==> src/rtl/mips_bus_arbiter.sv <==
// mips_bus_arbiter
//
// Shares one Avalon-MM master port between a MIPS instruction-fetch port and a
// data port. One transaction is outstanding at a time. The winning request's
// address, data, byte lanes and direction are captured into the master output
// registers when it is granted. They are held there until the slave drops
// waitrequest. Completion returns read data on the owning port and raises a
// one-cycle done pulse for that port.
//
// Configuration macro:
//   ROUND_ROBIN_EN  - when defined, a tie between i_req and d_req goes to the
//                     port that was not granted last. When undefined, the data
//                     port always wins a tie.
//
// Ports:
//   clk, reset                 clock; asynchronous active-low reset
//   i_req, i_addr              instruction read request and byte address
//   i_rdata, i_done            instruction read data and completion pulse
//   d_req, d_write, d_addr,    data request, direction (1 = write), address,
//   d_wdata, d_byteenable      write data and byte lanes
//   d_rdata, d_done            data read data and completion pulse
//   address, write, read,      Avalon master command outputs (registered)
//   writedata, byteenable
//   waitrequest, readdata      Avalon slave response
//   owner                      grant holder (0 = instruction, 1 = data); valid while busy
//   busy                       high whenever a grant is active

module mips_bus_arbiter (
  input  logic        clk,
  input  logic        reset,
  // Instruction-fetch port
  input  logic        i_req,
  input  logic [31:0] i_addr,
  output logic [31:0] i_rdata,
  output logic        i_done,
  // Data port
  input  logic        d_req,
  input  logic        d_write,
  input  logic [31:0] d_addr,
  input  logic [31:0] d_wdata,
  input  logic [3:0]  d_byteenable,
  output logic [31:0] d_rdata,
  output logic        d_done,
  // Avalon-MM master
  output logic [31:0] address,
  output logic        write,
  output logic        read,
  output logic [31:0] writedata,
  output logic [3:0]  byteenable,
  input  logic        waitrequest,
  input  logic [31:0] readdata,
  // Status
  output logic        owner,
  output logic        busy
);

  typedef enum logic [1:0] {
    StIdle   = 2'd0,
    StGrantI = 2'd1,
    StGrantD = 2'd2
  } state_e;

  state_e      state_q, state_d;

  // The master command registers double as the latched request fields: they
  // are loaded once at grant time and only cleared on the return to idle.
  logic [31:0] address_q, address_d;
  logic        write_q, write_d;
  logic        read_q, read_d;
  logic [31:0] writedata_q, writedata_d;
  logic [3:0]  byteenable_q, byteenable_d;

  logic [31:0] i_rdata_q, i_rdata_d;
  logic [31:0] d_rdata_q, d_rdata_d;
  logic        i_done_q, i_done_d;
  logic        d_done_q, d_done_d;
  logic        owner_q, owner_d;
  logic        busy_q, busy_d;

`ifdef ROUND_ROBIN_EN
  // 1 = data port held the most recent grant.
  logic        last_d_q, last_d_d;
`endif

  // A port whose done is showing this cycle is still holding its request. It
  // must not win the edge that ends this cycle, or it would be reissued.
  logic i_elig;
  logic d_elig;
  logic pick_d;

  assign i_elig = i_req & ~i_done_q;
  assign d_elig = d_req & ~d_done_q;

`ifdef ROUND_ROBIN_EN
  assign pick_d = d_elig & (~i_elig | ~last_d_q);
`else
  assign pick_d = d_elig;
`endif

  always_comb begin
    state_d      = state_q;
    address_d    = address_q;
    write_d      = write_q;
    read_d       = read_q;
    writedata_d  = writedata_q;
    byteenable_d = byteenable_q;
    i_rdata_d    = i_rdata_q;
    d_rdata_d    = d_rdata_q;
    i_done_d     = 1'b0;
    d_done_d     = 1'b0;
    owner_d      = owner_q;
`ifdef ROUND_ROBIN_EN
    last_d_d     = last_d_q;
`endif

    unique case (state_q)
      StIdle: begin
        if (pick_d) begin
          state_d      = StGrantD;
          address_d    = d_addr;
          writedata_d  = d_wdata;
          byteenable_d = d_byteenable;
          write_d      = d_write;
          read_d       = ~d_write;
          owner_d      = 1'b1;
`ifdef ROUND_ROBIN_EN
          last_d_d     = 1'b1;
`endif
        end else if (i_elig) begin
          state_d      = StGrantI;
          address_d    = i_addr;
          writedata_d  = 32'h0;
          byteenable_d = 4'b1111;
          write_d      = 1'b0;
          read_d       = 1'b1;
          owner_d      = 1'b0;
`ifdef ROUND_ROBIN_EN
          last_d_d     = 1'b0;
`endif
        end
      end

      StGrantI: begin
        if (!waitrequest) begin
          i_rdata_d    = readdata;
          i_done_d     = 1'b1;
          state_d      = StIdle;
          address_d    = 32'h0;
          writedata_d  = 32'h0;
          byteenable_d = 4'b0000;
          write_d      = 1'b0;
          read_d       = 1'b0;
        end
      end

      StGrantD: begin
        if (!waitrequest) begin
          // Writes leave the previous read data visible on d_rdata.
          if (!write_q) begin
            d_rdata_d = readdata;
          end
          d_done_d     = 1'b1;
          state_d      = StIdle;
          address_d    = 32'h0;
          writedata_d  = 32'h0;
          byteenable_d = 4'b0000;
          write_d      = 1'b0;
          read_d       = 1'b0;
        end
      end

      default: begin
        state_d      = StIdle;
        address_d    = 32'h0;
        writedata_d  = 32'h0;
        byteenable_d = 4'b0000;
        write_d      = 1'b0;
        read_d       = 1'b0;
      end
    endcase

    busy_d = (state_d != StIdle);
  end

  always_ff @(posedge clk or negedge reset) begin
    if (!reset) begin
      state_q      <= StIdle;
      address_q    <= 32'h0;
      write_q      <= 1'b0;
      read_q       <= 1'b0;
      writedata_q  <= 32'h0;
      byteenable_q <= 4'b0000;
      i_rdata_q    <= 32'h0;
      d_rdata_q    <= 32'h0;
      i_done_q     <= 1'b0;
      d_done_q     <= 1'b0;
      owner_q      <= 1'b0;
      busy_q       <= 1'b0;
`ifdef ROUND_ROBIN_EN
      last_d_q     <= 1'b1;
`endif
    end else begin
      state_q      <= state_d;
      address_q    <= address_d;
      write_q      <= write_d;
      read_q       <= read_d;
      writedata_q  <= writedata_d;
      byteenable_q <= byteenable_d;
      i_rdata_q    <= i_rdata_d;
      d_rdata_q    <= d_rdata_d;
      i_done_q     <= i_done_d;
      d_done_q     <= d_done_d;
      owner_q      <= owner_d;
      busy_q       <= busy_d;
`ifdef ROUND_ROBIN_EN
      last_d_q     <= last_d_d;
`endif
    end
  end

  assign address    = address_q;
  assign write      = write_q;
  assign read       = read_q;
  assign writedata  = writedata_q;
  assign byteenable = byteenable_q;
  assign i_rdata    = i_rdata_q;
  assign d_rdata    = d_rdata_q;
  assign i_done     = i_done_q;
  assign d_done     = d_done_q;
  assign owner      = owner_q;
  assign busy       = busy_q;

  a_no_read_and_write: assert property (@(posedge clk) disable iff (!reset) !(read && write));
  a_single_done:       assert property (@(posedge clk) disable iff (!reset) !(i_done && d_done));

endmodule

==> config.mk <==
export PLATFORM = sky130hd
export DESIGN_NAME = mips_bus_arbiter
export DESIGN_NICKNAME = d
export VERILOG_FILES = /design/src/rtl/mips_bus_arbiter.sv
export SDC_FILE = /design/constraint.sdc
export NUM_CORES = 1
export LEC_CHECK = 0
export CORE_ASPECT_RATIO = 1.1
export CORE_UTILIZATION = 38
export DETAILED_ROUTE_END_ITERATION = 8
export PLACE_DENSITY = 0.79
export SYNTH_ARGS = -nofsm -noshare
export SYNTH_HDL_FRONTEND = slang
export SYNTH_SLANG_ARGS = --single-unit
==> constraint.sdc <==
create_clock -name clk -period 1.8 [get_ports clk]
set_input_delay 0.36 -clock clk [delete_from_list [all_inputs] [get_ports clk]]
set_output_delay 0.36 -clock clk [all_outputs]
set_load 0.02 [all_outputs]
; After elaboration in Yosys (flattened, before gate mapping)
; Index checks and enable logic that the tools add are counted.
[op_classes]
n_mux = 26
n_bitwise = 7
reduce_logical = 8
eq_ne = 4
[op_table]
columns = operator, count
row1 = 2-to-1 mux 32 bit, 5
row2 = case mux 32 bit (2 select lines), 2
row3 = 2-to-1 mux 4 bit, 3
row4 = 2-to-1 mux 1 bit, 9
row5 = case mux 4 bit (2 select lines), 1
row6 = 2-to-1 mux 2 bit, 3
row7 = AND reduction 2 bit, 3
row8 = NOT 1 bit, 5
row9 = case mux 1 bit (2 select lines), 2
row10 = case mux 2 bit (2 select lines), 1
row11 = nonzero test 2 bit, 2
row12 = inequality test 3 bit (second input constant), 1
row13 = AND reduction 3 bit, 1
row14 = AND 1 bit, 2
row15 = == test 2 x 1 -> 1 bit (second input constant), 1
row16 = == test 2 bit (second input constant), 1
row17 = zero test 2 bit, 1
row18 = inequality test 2 bit (second input constant), 1
row19 = OR reduction 2 bit, 1
[word_totals]
ff_bits = 140
input_bits = 138
output_inout_bits = 138

; Depth between registers and ports, before layout
[logic_depth]
depth_word = 6
ltp_mapped = 7

; Worst setup path before layout
; Ideal clock, no wire load.
[synth_path]
path_type = flip-flop to flip-flop
start = register state_q[0]
end = register write_q, in the netlist write
t_arrival_ps = 1485
path_stages_with_launch = 8
synth_period_minus_slack_ps = 1606
n_path_buf = 2
setup_slack_ps = 194
setup_ps = 121
path_cell_list = dfrtp_1 -> inv_1 -> ha_1 -> nand2_2 -> o31ai_4 -> buf_6 -> buf_4 -> a22o_1
[synth_via]
elab_chain_len = 4
elab_cells_between_ends = 8
cone_classes = 4 x eq/ne / 1 x mux / 3 x reduce/logical
[synth_lines]
columns = element, line_no
row1 = start: declaration, 63  ; state_e state_q, state_d;
row2 = start signal: assignment, 187  ; state_q <= StIdle;
row3 = start signal: assignment, 203  ; state_q <= state_d;
row4 = == test 2 bit / == test 2 x 1 -> 1 bit (equally long branches), 116  ; unique case (state_q)
row5 = OR reduction 2 bit (no source line), n/a
row6 = inequality test 2 bit (no source line), n/a
row7 = AND reduction 2 bit (no source line), n/a
row8 = end signal: assignment, 205  ; write_q <= write_d;
row9 = end: declaration, 68  ; logic write_q, write_d;
; Several ways; a longest one is shown, not always the timed one.
; A chain may end at the register's enable or synchronous reset.

; Worst setup path in the final report
[layout_path]
start = register i_rdata_q[11], in the netlist i_rdata[11]
end = output i_rdata[11]
[layout_lines]
columns = element, line_no
row1 = start: declaration, 73  ; logic [31:0] i_rdata_q, i_rdata_d;
row2 = start signal: assignment, 209  ; i_rdata_q <= i_rdata_d;
row3 = end: declaration, 34  ; output logic [31:0] i_rdata,
; No word-level cell between the ends.

==> impl_results.md <==
* Starting Density at 0.391
* Synth warnings at 0
* Final Hold Fails at 0
* Status: complete, no violations
* CTS Buffer Depth at 2
* Fin crit share at 0.982
* Fmax at roughly 0.57 GHz
* Final wirelength at 16700 um
* Setup Skew at approximately 6.0 ps
* Top Usage Layer GRT: met2
* Critical path's top delay family: buffers and inverters
* Crit start category: flop
* Cells after Synth at between 300 and 400
* Peak VDD IR at 1030 uV
* TritonCTS Sinks at 140
* Mapped Area at just under 6000 sq um
* DP Cell Count at 841
* Crit Path Category: flop to output pin
* Total number of vias at 4374
* DRT antenna net count at 0
* Crit path DAT at about 1400 ps
* # rows at between 40 and 50
* Critical path origin: i_rdata[11]
* R2r startpoint: state_q[0]
* Root Driver: clkbuf_16
* HP Class: primary input to async pin
* Met3 Track Usage GR at 0.0659
* N_diodes at 0
* Layout cell share with drive strength beyond 1 at 0.200
* Hold slack at between 400 and 500 ps
* Detailed Route Iter0 Violations at 130
* Pre-CTS WS at -146 ps
* Grt total ovfl at 0
* Num CTS Buffers at 17
* Worst path slowest cell: clkdlybuf4s50_1
* Finished Layout Cells at a little under 900
* Final-stage net count at 810
* Worst setup margin at roughly 32 ps
* Yosys reg bits at 140
* Final Max Tran Viols at 0
* Total GRT Usage at 0.209
* Leak pwr at 4.52 nW
* # H-tree levels at 4
* CP Cell Sequence: clkdlybuf4s50_1
* DP HPWL at about 12000 um
* Die X-Extent at around 120 um
* DR WL/cell at 19.0 um
* Sequential share of the synthesized area at 0.593
* Die area at about 16000 sq um
* M1 GR Usage at 0.235
* DRC viols at 0
* Total power at 18.6 mW
* Clk slew on worst S/H paths at 60 ps
* IO Count at between 200 and 300
* Final setup vio count at 0
* Crit path buffers/inverters at 1
* Syn avg cell area at ~16 sq um
* CTS tree: done
* R2r worst-path depth at 7
* Die span in y at 133 um
* FF-to-FF setup slack at 40 ps
* Slew of the pin with the lowest slew margin at between 400 and 500 ps
* IO Port Bufs at about 280
* Pwr Density at about 1900 nW/um^2
* Syn-to-layout area delta at 65.7%
* Netlist cell types at 36
* Most frequent cells in the layout: 240 x clkdlybuf4s50_1, 140 x dfrtp_1, 33 x a22o_1
* Final min period at between 1500 and 2000 ps
* Leading cell type in the layout, fill and taps excluded: clkdlybuf4s50_1
* Max_slew headroom at 0.677
* Clk Latency, worst-skew pair at around 400 ps
* Antenna violations before repair at 0
* Worst-path fanout max at 2
* CP Capture Type: output pin
* Core area at 15100 sq um
* GPL Wtd Cong at 0.788
* First-pass GRT wire length at roughly 26000 um
* Critical Path RT at ~1400 ps
* CP max stage delay at between 600 and 700 ps
* FF-to-FF End: d_rdata[19]
* Max Cap Viol at 0
* Global routing usage on met2 at 0.363
* Drt pass-1 iters at 4
* Number of global-route vias before repair at 4848
* Utilization after layout at 0.648
* Vias per inst at 4.99
* Syn nets at slightly above 500
* Largest net degree at the start of global routing at 50
how the worst max path moves through the flow:
| stage | endpoint | cells past startpoint |
|---|---|---|
| finish | i_rdata[11] | 1 |
| global route | d_rdata[19] | 7 |
| CTS | address[1] | 6 |
| detailed placement | address[1] | 6 |
| global placement | writedata[31] | 6 |
| floorplan | write | 7 |
power by group:
| part | total [mW] | internal (mW) | leakage, nW | switching, mW |
|---|---|---|---|---|
| logic | 9.31 | 4.82 | 2.47 | 4.49 |
| registers | 5.57 | 4.66 | 1.76 | 0.918 |
| clock network | 3.69 | 2.36 | 0.291 | 1.33 |
| total | 18.6 | 11.8 | 4.52 | 6.74 |
cells in the mapped netlist:
library cell  instances  share of area
dfrtp_1             140           0.59
a22o_1               33          0.049
mux2i_1              32          0.054
mux2_4               30          0.076
mux2_1               22          0.042
o2bb2ai_2            20          0.051
mux2_2               12          0.023
o2bb2ai_1            12          0.018
buf_4                10          0.013
buf_6                10          0.019
buf_2                 6         0.0051
o21ai_0               5         0.0042
a21oi_1               4         0.0034
a2bb2oi_1             4         0.0059
ha_1                  4         0.0085
inv_1                 2         0.0013
nand2_1               2         0.0013
nand2b_1              2         0.0021
nor2b_1               2         0.0021
o22ai_1               2         0.0021
a21oi_2               1         0.0015
and2_1                1         0.0011
and2b_4               1         0.0017
clkbuf_1              1        0.00063
inv_2                 1        0.00063
nand2_2               1         0.0011
nand2b_2              1         0.0015
nor2b_2               1         0.0015
nor2b_4               1         0.0023
nor3_4                1         0.0028
o211ai_4              1         0.0036
o21ai_1               1        0.00085
o22a_1                1         0.0015
o31ai_1               1         0.0013
o31ai_4               1         0.0036
or4_1                 1         0.0013
routing by layer:
metal / wire (um) / part of all wire
met5: 0 / 0
met4: 363 / 0.022
met3: 1350 / 0.081
met2: 8440 / 0.51
met1: 6540 / 0.39
flip-flops by register name, indices dropped and copies added (netlist names):
register and flops:
address 32, d_rdata 32, i_rdata 32, writedata 32, byteenable 4, state_q 2, busy 1, d_done 1
i_done 1, owner 1, read 1, write 1
through the flow:
step / TNS [ps] / instance area (sq um)
after floorplan: 0 / 5910
after global placement: -2710 / 9030
after detailed placement: -8870 / 9030
after CTS: 0 / 9650
after global routing: -221 / 9790
final: 0 / 9790
cell families after synthesis:
group                      after synthesis  synth area share
AOI/OAI and AO/OA                       86             0.145
DFF                                    140             0.593
buffers and inverters                   30            0.0394
and+or+nand+nor                         14            0.0186
muxes                                   96             0.195
adders and majority gates                4           0.00847
final cells by class:
type                            instances  area (sq um)
Timing Repair Buffer                  306          3220
Sequential cell                       140          3500
Clock inverter                         10           165
Clock buffer                           22           454
Inverter                                3          11.3
Multi-Input combinational cell        200          2200
Fill cell                            1081          5320
Tap cell                              196           245
what timing repair did:
item                       CTS  global route
setup endpoints to repair    9            54
gates resized for setup      9            30
cloned                       0             2
hold buffers                 1             0
hold endpoints to repair    45             0
setup buffers                0             1
(Power assumes the default switching activity.)
